**src/rtl/async_fifo_wr_ctrl.sv**
```systemverilog
// Write-domain controller of the async FIFO: pointers, parity,
// read-pointer synchroniser and registered full/occupancy status.
module async_fifo_wr_ctrl #(
  parameter int DATA_WIDTH         = 32,
  parameter int ADDR_WIDTH         = 6,
  parameter int ALMOST_FULL_THRESH = 4,
  parameter int SYNC_STAGES        = 2
) (
  input  logic                  wr_clk,
  input  logic                  wr_rst_n,
  input  logic                  wr_en,
  input  logic                  wr_clk_en,
  input  logic [DATA_WIDTH-1:0] wr_data,
  input  logic [ADDR_WIDTH:0]   rd_gray_ptr,
  output logic [ADDR_WIDTH:0]   wr_gray_ptr,
  output logic                  mem_we,
  output logic [ADDR_WIDTH-1:0] mem_waddr,
  output logic [DATA_WIDTH:0]   mem_wdata,
  output logic                  full,
  output logic                  almost_full,
  output logic                  overflow_err,
  output logic [ADDR_WIDTH:0]   wr_occupancy
);

  localparam int DEPTH = 1 << ADDR_WIDTH;
  localparam logic [ADDR_WIDTH:0] AF_LVL =
    (ADDR_WIDTH+1)'(DEPTH - ALMOST_FULL_THRESH);

  function automatic logic [ADDR_WIDTH:0] bin2gray(
    input logic [ADDR_WIDTH:0] b
  );
    return b ^ (b >> 1);
  endfunction

  function automatic logic [ADDR_WIDTH:0] gray2bin(
    input logic [ADDR_WIDTH:0] g
  );
    logic [ADDR_WIDTH:0] b;
    b[ADDR_WIDTH] = g[ADDR_WIDTH];
    for (int i = ADDR_WIDTH - 1; i >= 0; i--)
      b[i] = b[i+1] ^ g[i];
    return b;
  endfunction

  logic [ADDR_WIDTH:0] wr_bin;
  logic [ADDR_WIDTH:0] wr_bin_nxt;
  logic [ADDR_WIDTH:0] wr_gray_nxt;
  logic [ADDR_WIDTH:0] rq;
  logic [ADDR_WIDTH:0] rd_bin_sync;
  logic [ADDR_WIDTH:0] occ_nxt;
  logic [ADDR_WIDTH:0] full_cmp;
  logic [SYNC_STAGES-1:0][ADDR_WIDTH:0] sync_q;
  logic accept;

  assign accept      = wr_en & wr_clk_en & ~full;
  assign mem_we      = accept;
  assign mem_waddr   = wr_bin[ADDR_WIDTH-1:0];
  assign mem_wdata   = {^wr_data, wr_data};

  assign wr_bin_nxt  = wr_bin + {{ADDR_WIDTH{1'b0}}, accept};
  assign wr_gray_nxt = bin2gray(wr_bin_nxt);
  assign rq          = sync_q[SYNC_STAGES-1];
  assign rd_bin_sync = gray2bin(rq);
  assign occ_nxt     = wr_bin_nxt - rd_bin_sync;
  // full: write pointer one lap ahead, i.e. top two Gray bits inverted
  assign full_cmp    = {~rq[ADDR_WIDTH:ADDR_WIDTH-1],
                        rq[ADDR_WIDTH-2:0]};

  // synchroniser runs on every edge, independent of wr_clk_en
  always_ff @(posedge wr_clk or negedge wr_rst_n) begin
    if (!wr_rst_n)
      sync_q <= '0;
    else
      sync_q <= {sync_q[SYNC_STAGES-2:0], rd_gray_ptr};
  end

  always_ff @(posedge wr_clk or negedge wr_rst_n) begin
    if (!wr_rst_n) begin
      wr_bin       <= '0;
      wr_gray_ptr  <= '0;
      full         <= 1'b0;
      almost_full  <= 1'b0;
      wr_occupancy <= '0;
    end else if (wr_clk_en) begin
      wr_bin       <= wr_bin_nxt;
      wr_gray_ptr  <= wr_gray_nxt;
      full         <= (wr_gray_nxt == full_cmp);
      almost_full  <= (occ_nxt >= AF_LVL);
      wr_occupancy <= occ_nxt;
    end
  end

  always_ff @(posedge wr_clk or negedge wr_rst_n) begin
    if (!wr_rst_n)
      overflow_err <= 1'b0;
    else
      overflow_err <= wr_en & wr_clk_en & full;
  end

endmodule

```
**config.mk**
```make
export PLATFORM = sky130hd
export DESIGN_NAME = async_fifo_wr_ctrl
export DESIGN_NICKNAME = d
export VERILOG_FILES = /design/src/rtl/async_fifo_wr_ctrl.sv
export SDC_FILE = /design/constraint.sdc
export NUM_CORES = 1
export LEC_CHECK = 0
export CORE_MARGIN = 10
export CORE_UTILIZATION = 44
export DETAILED_ROUTE_END_ITERATION = 6
export GPL_TIMING_DRIVEN = 1
export PLACE_DENSITY = 0.78
export SETUP_SLACK_MARGIN = 0.02
export SLEW_MARGIN = 20
export SYNTH_ARGS = -nofsm -noshare
export SYNTH_HDL_FRONTEND = slang
export SYNTH_SLANG_ARGS = --single-unit
```
**constraint.sdc**
```tcl
create_clock -name wr_clk -period 3.85 [get_ports wr_clk]
set_clock_uncertainty 0.05 [all_clocks]
set_input_delay 0.385 -clock wr_clk [delete_from_list [all_inputs] [get_ports wr_clk]]
set_output_delay 0.385 -clock wr_clk [all_outputs]
set_load 0.01 [all_outputs]
```
After elaboration in Yosys (flattened, before gate mapping)
Cells that the tools add are included. Widths: inputs -> output; s select.

Bits in registers: 38. Input port bits: 43. Logic and storage cells: 25.

Add/subtract/negate cells: 2. Magnitude comparators: 1. Equality and inequality tests: 1. Bitwise gates (word level): 12. Reduce and logical (&&, ||, !) cells: 1.

Operators by type and width (count): $reduce_xor 32->1 (1); $add 7x1->7 (1); $eq 7x7->1 (1); $ge 7x6->1 const B (1); $sub 7x7->7 (1); $xor 7x6->7 (1); $xor 1x1->1 (6); $and 1x1->1 (3); $not 2->2 (1); $not 1->1 (1).

Depth between registers and ports, before layout
Gate-level depths: netlist of run 1.

Depth in word-level cells: 8. Depth in mapped cells: 16. Gate-level depth less buffers: 14.

Worst setup path after synthesis of run 1
No wires, ideal clock.

Kind: input-to-reg. From: input wr_clk_en. To: register almost_full. Library setup time: 0.128 ns. Arrival: 3.625 ns. Required time: 3.672 ns. Slack: 0.047 ns. Stages on the path: 16. Buffers on the path: 2. Cells stage by stage: buf_4 > clkbuf_1 > nand2_1 > nor2_1 > ha_1 > ha_1 > nand3_1 > xor2_1 > inv_1 > ha_1 > a21o_1 > or2_2 > and3b_1 > or4_4 > a31oi_1 > o31ai_1.

Word-level cells in the longest chain between the ends: 5.

Ends and longest elaborated chain: start: declaration (line 12) `input logic wr_clk_en,`; $and 1x1->1 (2 in series) (line 55) `assign accept = wr_en & wr_clk_en & ~full;`; via mem_we (line 16) `output logic mem_we,`; $add 7x1->7 (line 60) `assign wr_bin_nxt = wr_bin + {{ADDR_WIDTH{1'b0}}, accept};`; via wr_bin_nxt[4] (line 46) `logic [ADDR_WIDTH:0] wr_bin_nxt;`; $sub 7x7->7 (line 64) `assign occ_nxt = wr_bin_nxt - rd_bin_sync;`; $ge 7x6->1 (line 88) `almost_full <= (occ_nxt >= AF_LVL);`; end signal: assignment (line 88); end: declaration (line 20) `output logic almost_full,`.

The timed path passes the listed nets, and every way through them passes these cells. A chain may end at the register's enable or synchronous reset.

Worst setup path in the final report of run 1
From: register sync_q (netlist bit rq[6]). To: register almost_full.

Word-level cells in the longest chain between the ends: 8.

Ends and longest elaborated chain: start: declaration (line 52) `logic [SYNC_STAGES-1:0][ADDR_WIDTH:0] sync_q;`; start signal: assignment (line 74) `sync_q <= {sync_q[SYNC_STAGES-2:0], rd_gray_ptr};`; $xor 1x1->1 (6 in series) (line 41) `b[i] = b[i+1] ^ g[i];`; $sub 7x7->7 (*) (line 64); $ge 7x6->1 (*) (line 88).

Every way passes the cells marked *; elsewhere a longest branch is shown, timed or not.

==> results of run 1 <==
metal layers:
| metal | global-route usage, % | up-vias |
|---|---|---|
| met1 | 14.7 | 847 |
| li1 | - | 906 |
| met4 | 2.99 | 0 |
| met3 | 3.53 | 4 |
| met5 | 0 | - |
| met2 | 22.2 | 59 |
synth_stat cells (all sizes together) (2+ instances only):
library cell,count,share of area [%]
nor3b,2,0.60
a21oi,8,1.6
buf,36,11
and3,3,0.75
dfrtp,37,37
ha,8,4.0
nand3,3,0.60
clkbuf,3,0.60
o31ai,2,0.60
nand4,4,1.0
xnor2,50,18
xor3,2,2.1
xor2,13,4.6
nor2,13,2.0
mux2,5,2.3
nor2b,2,0.50
nand2,8,1.2
mux2i,7,2.8
inv,14,2.1
or2,3,0.75
power by group through the flow:
stage | clock network [W] | logic (W) | registers [W]
2_1_floorplan | 0 | 0.000692 | 0.000594
3_3_place_gp | 0 | 0.00116 | 0.000566
3_5_place_dp | 0 | 0.00118 | 0.000570
4_1_cts | 0.000283 | 0.00119 | 0.000563
5_1_grt | 0.000299 | 0.00128 | 0.000575
6_report | 0.000276 | 0.00117 | 0.000563
flip-flops by register name, summed over array words and instances (netlist names):
| name | flops |
|---|---|
| rq | 7 |
| wr_gray_ptr | 7 |
| wr_bin | 6 |
| wr_occupancy | 7 |
| sync_q | 7 |
| almost_full | 1 |
| full | 1 |
| overflow_err | 1 |
through the flow:
stage               worst slack (ns)  hold slack, ns  power, W  std cells
floorplan                     0.0469          0.0394   0.00129        239
CTS                           0.0258           0.302   0.00203        388
global route                  0.0220           0.312   0.00216        389
finish                         0.192           0.300   0.00201        389
detailed placement            0.0441           0.286   0.00175        381
global placement               0.194           0.281   0.00173        381
cell families (layout without fill, tap and decap cells):
logic type | after synthesis | in the layout | share of synthesized area [%]
fa+ha+maj | 9 | 9 | 4.83
xor+xnor | 66 | 66 | 25.3
simple gates | 44 | 44 | 9.26
mux | 12 | 12 | 5.08
flops | 37 | 37 | 37.2
buf+inv | 53 | 131 | 13.7
compound gates | 18 | 18 | 4.58
repair_timing:
action | 4_1_cts | 5_1_grt
setup endpoints to repair | 0 | 2
hold buffers | 0 | 0
buffers inserted | 0 | 1
gates resized for setup | 0 | 1
critical path, stage by stage, from the launching register on:
cell	delay, ns
dfrtp_1	0.39
xor3_2	0.49
xnor3_2	0.32
xor2_2	0.19
xnor2_1	0.14
ha_1	0.21
fa_1	0.40
nor2b_1	0.15
or2b_1	0.25
nor3b_1	0.16
or4_4	0.51
a31oi_1	0.18
o31ai_1	0.09
final cells by class:
type / count / area [µm²] / share of cell area, %
multi-input combinational: 149 / 1230 / 35.5
sequential: 37 / 926 / 26.8
tap: 72 / 90.1 / 2.60
clock buffer: 6 / 82.6 / 2.39
clock inverter: 1 / 7.51 / 0.217
inverter: 14 / 52.6 / 1.52
timing repair buffer: 110 / 1070 / 31.0
worst paths after layout:
check | to | slack (ns) | cells past startpoint
setup / recovery | almost_full | 0.19 | 12
setup reg to reg | almost_full | 0.19 | 12
hold / removal | rq[0] | 0.30 | 0
min in group asynchronous | wr_gray_ptr[5] | 0.46 | 2
max in group asynchronous | wr_occupancy[0] | 2.96 | 2
hold reg to reg | rq[0] | 0.30 | 0
==> summary.txt, run 1 <==
Die
  – Num ports: 100
  – Die area: 9060 µm²
  – Core footprint: ~5500 µm²
  – Starting Density: between 40% and 50%
  – Horiz. Die Dim: around 95 µm
  – Die Span Y: approximately 95 µm
  – Row count: 27

Clocking
  – Later-pin clock latency in the skew report: roughly 0.29 ns
  – CTS tree: built
  – Clk slew on worst S/H paths: ~0.070 ns
  – H-Tree Depth: 2
  – Clock Sinks: 37
  – Root Buffer: clkbuf_8
  – Clock buffer count from CTS: 5
  – Worst-case clock buffer depth: 2

Worst hold path
  – HP Start: sync_q[0]
  – Worst Hold Class: reg2reg

Route
  – Final wirelength: 5860 µm
  – Via count: approximately 1800
  – Met1 Routed Length: 2500 µm
  – Antenna viol nets, final: 0
  – DRC violations left: 0
  – Top Metal Used: met4
  – Drt wl/cell: approximately 15 µm
  – WL met3: roughly 390 µm
  – Metal2 WL: around 2900 µm
  – Drt initial violations: around 60
  – Via density: around 4.7
  – Pre-antenna DRT Iters: 4

Placed design
  – PortBufs: 99
  – GP Congestion: ~0.82
  – Post-DP HPWL: 4910 µm
  – Area post-placement: 3350 µm²

Flow run
  – Max-cap violations: 0

Logic synthesis
  – Gate Count Post-Synth: about 240
  – EDFF count, synth: 0
  – Synth async-reset ratio: 100%
  – Synth Cell Area: approximately 2500 µm²
  – Synth Net Count: about 290
  – Synth Flop Type: dfrtp_1
  – Seq cells post-synth: 37
  – Sequential share of the synthesized area: 37.2%
  – Library cells used by synthesis: 39
  – Synthesized area per cell: between 10 and 15 µm²
  – Synthesis warning total: 0

Power
  – Clock Power Share: ~14%
  – Sequential share of power: between 20 and 30%
  – Maximum vdd drop: ~0.38 mV
  – Comb power frac: between 50% and 60%
  – Total net switching power: approximately 0.00075 W
  – Sw frac: ~37%
  – Power per standard cell area: approximately 580 nW/µm²
  – P_leak: 1.48 nW
  – Cell Int Power: 0.00126 W

Finish
  – Most common cell after layout, fill and taps aside: clkdlybuf4s50_1
  – N_diodes: 0
  – Layout Nets: ~370
  – Area grow syn2layout: 39.1%
  – Final Util: between 60% and 70%
  – Most frequent cells in the layout: 99 x clkdlybuf4s50_1, 50 x xnor2_1, 37 x dfrtp_1, 14 x inv_1, 13 x nor2_1
  – Fin area: 3460 µm²
  – Layout fillers: approximately 470
  – Share of cells above drive strength 1: about a tenth

GRT
  – Vias in the first global route: about 1800
  – Largest net degree at the start of global routing: 38
  – Initial antenna violation count: 0
  – GRT overflow: 0
  – Total Routing Usage GR: ~13%
  – First-pass GRT wire length: between 9000 and 10000 µm

Critical path
  – RR Startpoint: rq[6]
  – Setup CP Type: reg2reg
  – CP startpoint: rq[6]
  – Crit-path max FO: 5
  – Startpoint Class: flip-flop
  – Setup crit end kind: flip-flop
  – Critical Path RT: roughly 4 ns
  – Crit path DAT: about 3.8 ns

STA
  – Worst-Margin Slew: about 0.74 ns
  – Fin Setup TNS: 0 ns
  – Max-slew violation count: 0
  – RSZ-0062 raised after global routing: no
  – Fmax: 273 MHz
  – Tmin final: between 3 and 4 ns
  – Final hold violations: 0
  – Setup violators final: 0
  – Slew margin rel.: roughly half
  – Final Cycle Share: 95.0%

Status
  – Status: completed
No activity file was read; power rests on OpenSTA's default activity.
==> inputs of run 2 (changes only) <==
--- a/config.mk
+++ b/config.mk
@@ -7,6 +7,7 @@
 export LEC_CHECK = 0
 export CORE_MARGIN = 10
 export CORE_UTILIZATION = 44
+export CTS_CLUSTER_SIZE = 24
 export DETAILED_ROUTE_END_ITERATION = 6
 export GPL_TIMING_DRIVEN = 1
 export PLACE_DENSITY = 0.78
==> results of run 2 <==
The final DEF is identical to that of run 1; final timing and power are the same.
==> inputs of run 3 (changes only) <==
--- a/config.mk
+++ b/config.mk
@@ -9,7 +9,7 @@
 export CORE_UTILIZATION = 44
 export CTS_CLUSTER_SIZE = 24
 export DETAILED_ROUTE_END_ITERATION = 6
-export GPL_TIMING_DRIVEN = 1
+export GPL_TIMING_DRIVEN = 0
 export PLACE_DENSITY = 0.78
 export SETUP_SLACK_MARGIN = 0.02
 export SLEW_MARGIN = 20
==> run 3 against run 2 <==
Non-clock buffer count grew 31. Die area is the same. Design area grew 7.8%. Clock power shrank 4%. Critical path depth is the same. Worst setup slack gained 0.039 ns. Power grew 1.3%. Cell count grew 8.0%. Worst hold slack lost 0.0011 ns. Sequential share of layout area shrank 1.9 points. Largest power group unchanged.
==> summary.txt, run 3 (same netlist as run 1, synthesis figures left out) <==
Status
  – Status: completed

Die
  – Die area: 9060 µm² (unchanged)
  – Row count: 27 (unchanged)
  – Core footprint: 5510 µm² (unchanged)
  – Num ports: 100 (unchanged)
  – Die Span Y: 95.2 µm (unchanged)
  – Starting Density: 45.1% (unchanged)
  – Horiz. Die Dim: 95.2 µm (unchanged)

Critical path
  – Startpoint Class: flip-flop
  – RR Startpoint: rq[6]
  – Setup crit end kind: flip-flop
  – Crit-path max FO: 4 (-1)
  – Crit path DAT: 3.73 ns (-0.04 ns)
  – Reg-to-reg endpoint: almost_full
  – Critical Path RT: 3.96 ns (about the same)
  – Setup CP Type: reg2reg
  – Flop2flop setup slack: 0.23 ns (+0.04 ns)
  – Worst R2R Path Depth: 12 (unchanged)

Finish
  – Most common cell after layout, fill and taps aside: clkdlybuf4s50_1
  – Register Area: 926 µm² (unchanged)
  – Share of cells above drive strength 1: 19.0% (+8.9 points)
  – Layout fillers: 422 (-10%)
  – Area of the multi-input gates: 1250 µm² (+2.1%)
  – N_diodes: 0 (unchanged)
  – Area grow syn2layout: 50.0%
  – Most frequent cells in the layout: 97 x clkdlybuf4s50_1, 50 x xnor2_1, 38 x buf_4, 37 x dfrtp_1, 14 x inv_1
  – Layout Nets: 400 (+8.4%)

Route
  – Antenna viol nets, final: 0 (unchanged)
  – Pre-antenna DRT Iters: 4 (unchanged)
  – Final wirelength: 6450 µm (+10%)
  – Drt initial violations: 68 (+11%)
  – Drt wl/cell: 15.4 µm (+1.9%)
  – Via density: 4.55 (-2.5%)
  – DRC violations left: 0 (unchanged)
  – Via count: 1911 (+5.2%)

Clocking
  – H-Tree Depth: 2 (unchanged)
  – CTS tree: built
  – Clock Sinks: 37 (unchanged)
  – Worst-case clock buffer depth: 2 (unchanged)
  – Later-pin clock latency in the skew report: 0.28 ns (about the same)
  – Clock buffer count from CTS: 5 (unchanged)
  – Root Buffer: clkbuf_8
  – Clk slew on worst S/H paths: 0.07 ns (about the same)

Worst hold path
  – HP Start: sync_q[6]
  – Worst hold stages: 0 (unchanged)
  – WHS Endpoint: rq[6]
  – Worst Hold Class: reg2reg

Power
  – Power per standard cell area: 547 nW/µm² (-6.0%)
  – Maximum vdd drop: 0.288 mV (-24%)
  – P_leak: 1.63 nW (+10%)
  – Design Power: 0.00204 W (+1.3%)

STA
  – Tmin final: 3.62 ns (-0.0389 ns)
  – Setup violators final: 0 (unchanged)
  – Final hold violations: 0 (unchanged)
  – RSZ-0062 raised after global routing: no
  – Final Cycle Share: 94.0% (-1.0 points)
  – Slew margin rel.: 68.9% (+18 points)
  – Max-slew violation count: 0 (unchanged)
  – Fmax: 276 MHz (+1.1%)
  – Worst-Margin Slew: 0.465 ns (-0.272 ns)
  – Worst hold slack: 0.299 ns (-0.00112 ns)

GRT
  – Vias in the first global route: 1892 (+7.6%)
  – GRT overflow: 0 (unchanged)
  – Total Routing Usage GR: 13.7% (+1.2 points)
  – Largest net degree at the start of global routing: 25 (-34%)
  – Initial antenna violation count: 0 (unchanged)
  – First-pass GRT wire length: 9890 µm (+9.6%)

Placed design
  – PortBufs: 98 (-1.0%)
  – GP Congestion: 0.772 (-5.6%)
  – Post-DP HPWL: 5480 µm (+11%)

Flow run
  – Max-cap violations: 0 (unchanged)
run 3: per-layer routing:
layer  vias to the layer above  GRT usage, %  wire (µm)
met5                         -             0          0
met4                         0          2.24         22
li1                        960             -          -
met2                        57          25.5       3360
met3                         2          2.91        403
met1                       892          16.0       2670
run 3: area by class of cell:
cell class                 instances  share of cell area, %
clock buffer                       7                   2.32
multi-input combinational        149                   33.6
sequential                        37                   24.8
buffer                            38                   7.65
tap                               72                   2.42
inverter                          14                   1.41
timing repair buffer             103                   27.8
run 3: metrics by stage:
stage	cells	setup WS [ns]	setup TNS (ns)	cell area [µm²]	utilization, %
after floorplan	239	0.0469	0	2490	-
after global placement	409	-0.363	-0.683	3560	64.6
after detailed placement	410	-0.392	-0.738	3580	65.0
after CTS	419	0.0604	0	3690	67.0
after global routing	420	0.0496	0	3730	67.7
final	420	0.231	0	3730	67.7
run 3: power by group:
part           internal (W)  leakage (nW)  total [W]  switching (W)
Clock              0.000142        0.0443   0.000264       0.000122
Sequential         0.000486         0.446   0.000554      0.0000681
Combinational      0.000653          1.14    0.00122       0.000568
run 3: critical path, cell delays in order (launching register included):
cell     delay (ns)
dfrtp_1        0.40
xor3_2         0.50
xnor3_2        0.28
xor2_2         0.18
xnor2_1        0.14
ha_1           0.21
fa_2           0.39
nor2b_1        0.15
or2b_1         0.25
nor3b_1        0.15
or4_4          0.51
a31oi_1        0.19
o31ai_1        0.09
run 3: how the worst max path moves through the flow:
stage	from	end	depth (start not counted)
after floorplan	wr_clk_en	almost_full	16
after global placement	wr_clk_en	almost_full	16
after detailed placement	wr_clk_en	almost_full	16
after CTS	wr_clk_en	almost_full	16
after global routing	wr_en	almost_full	15
final	rq[6]	almost_full	12
run 3: timing repair:
item | in CTS | in global routing
setup buffers | 1 | 2
endpoints found under the hold margin | 13 | 0
setup endpoints to repair | 2 | 2
resized for setup | 1 | 5
pin swaps | 0 | 1
hold buffers | 1 | 0
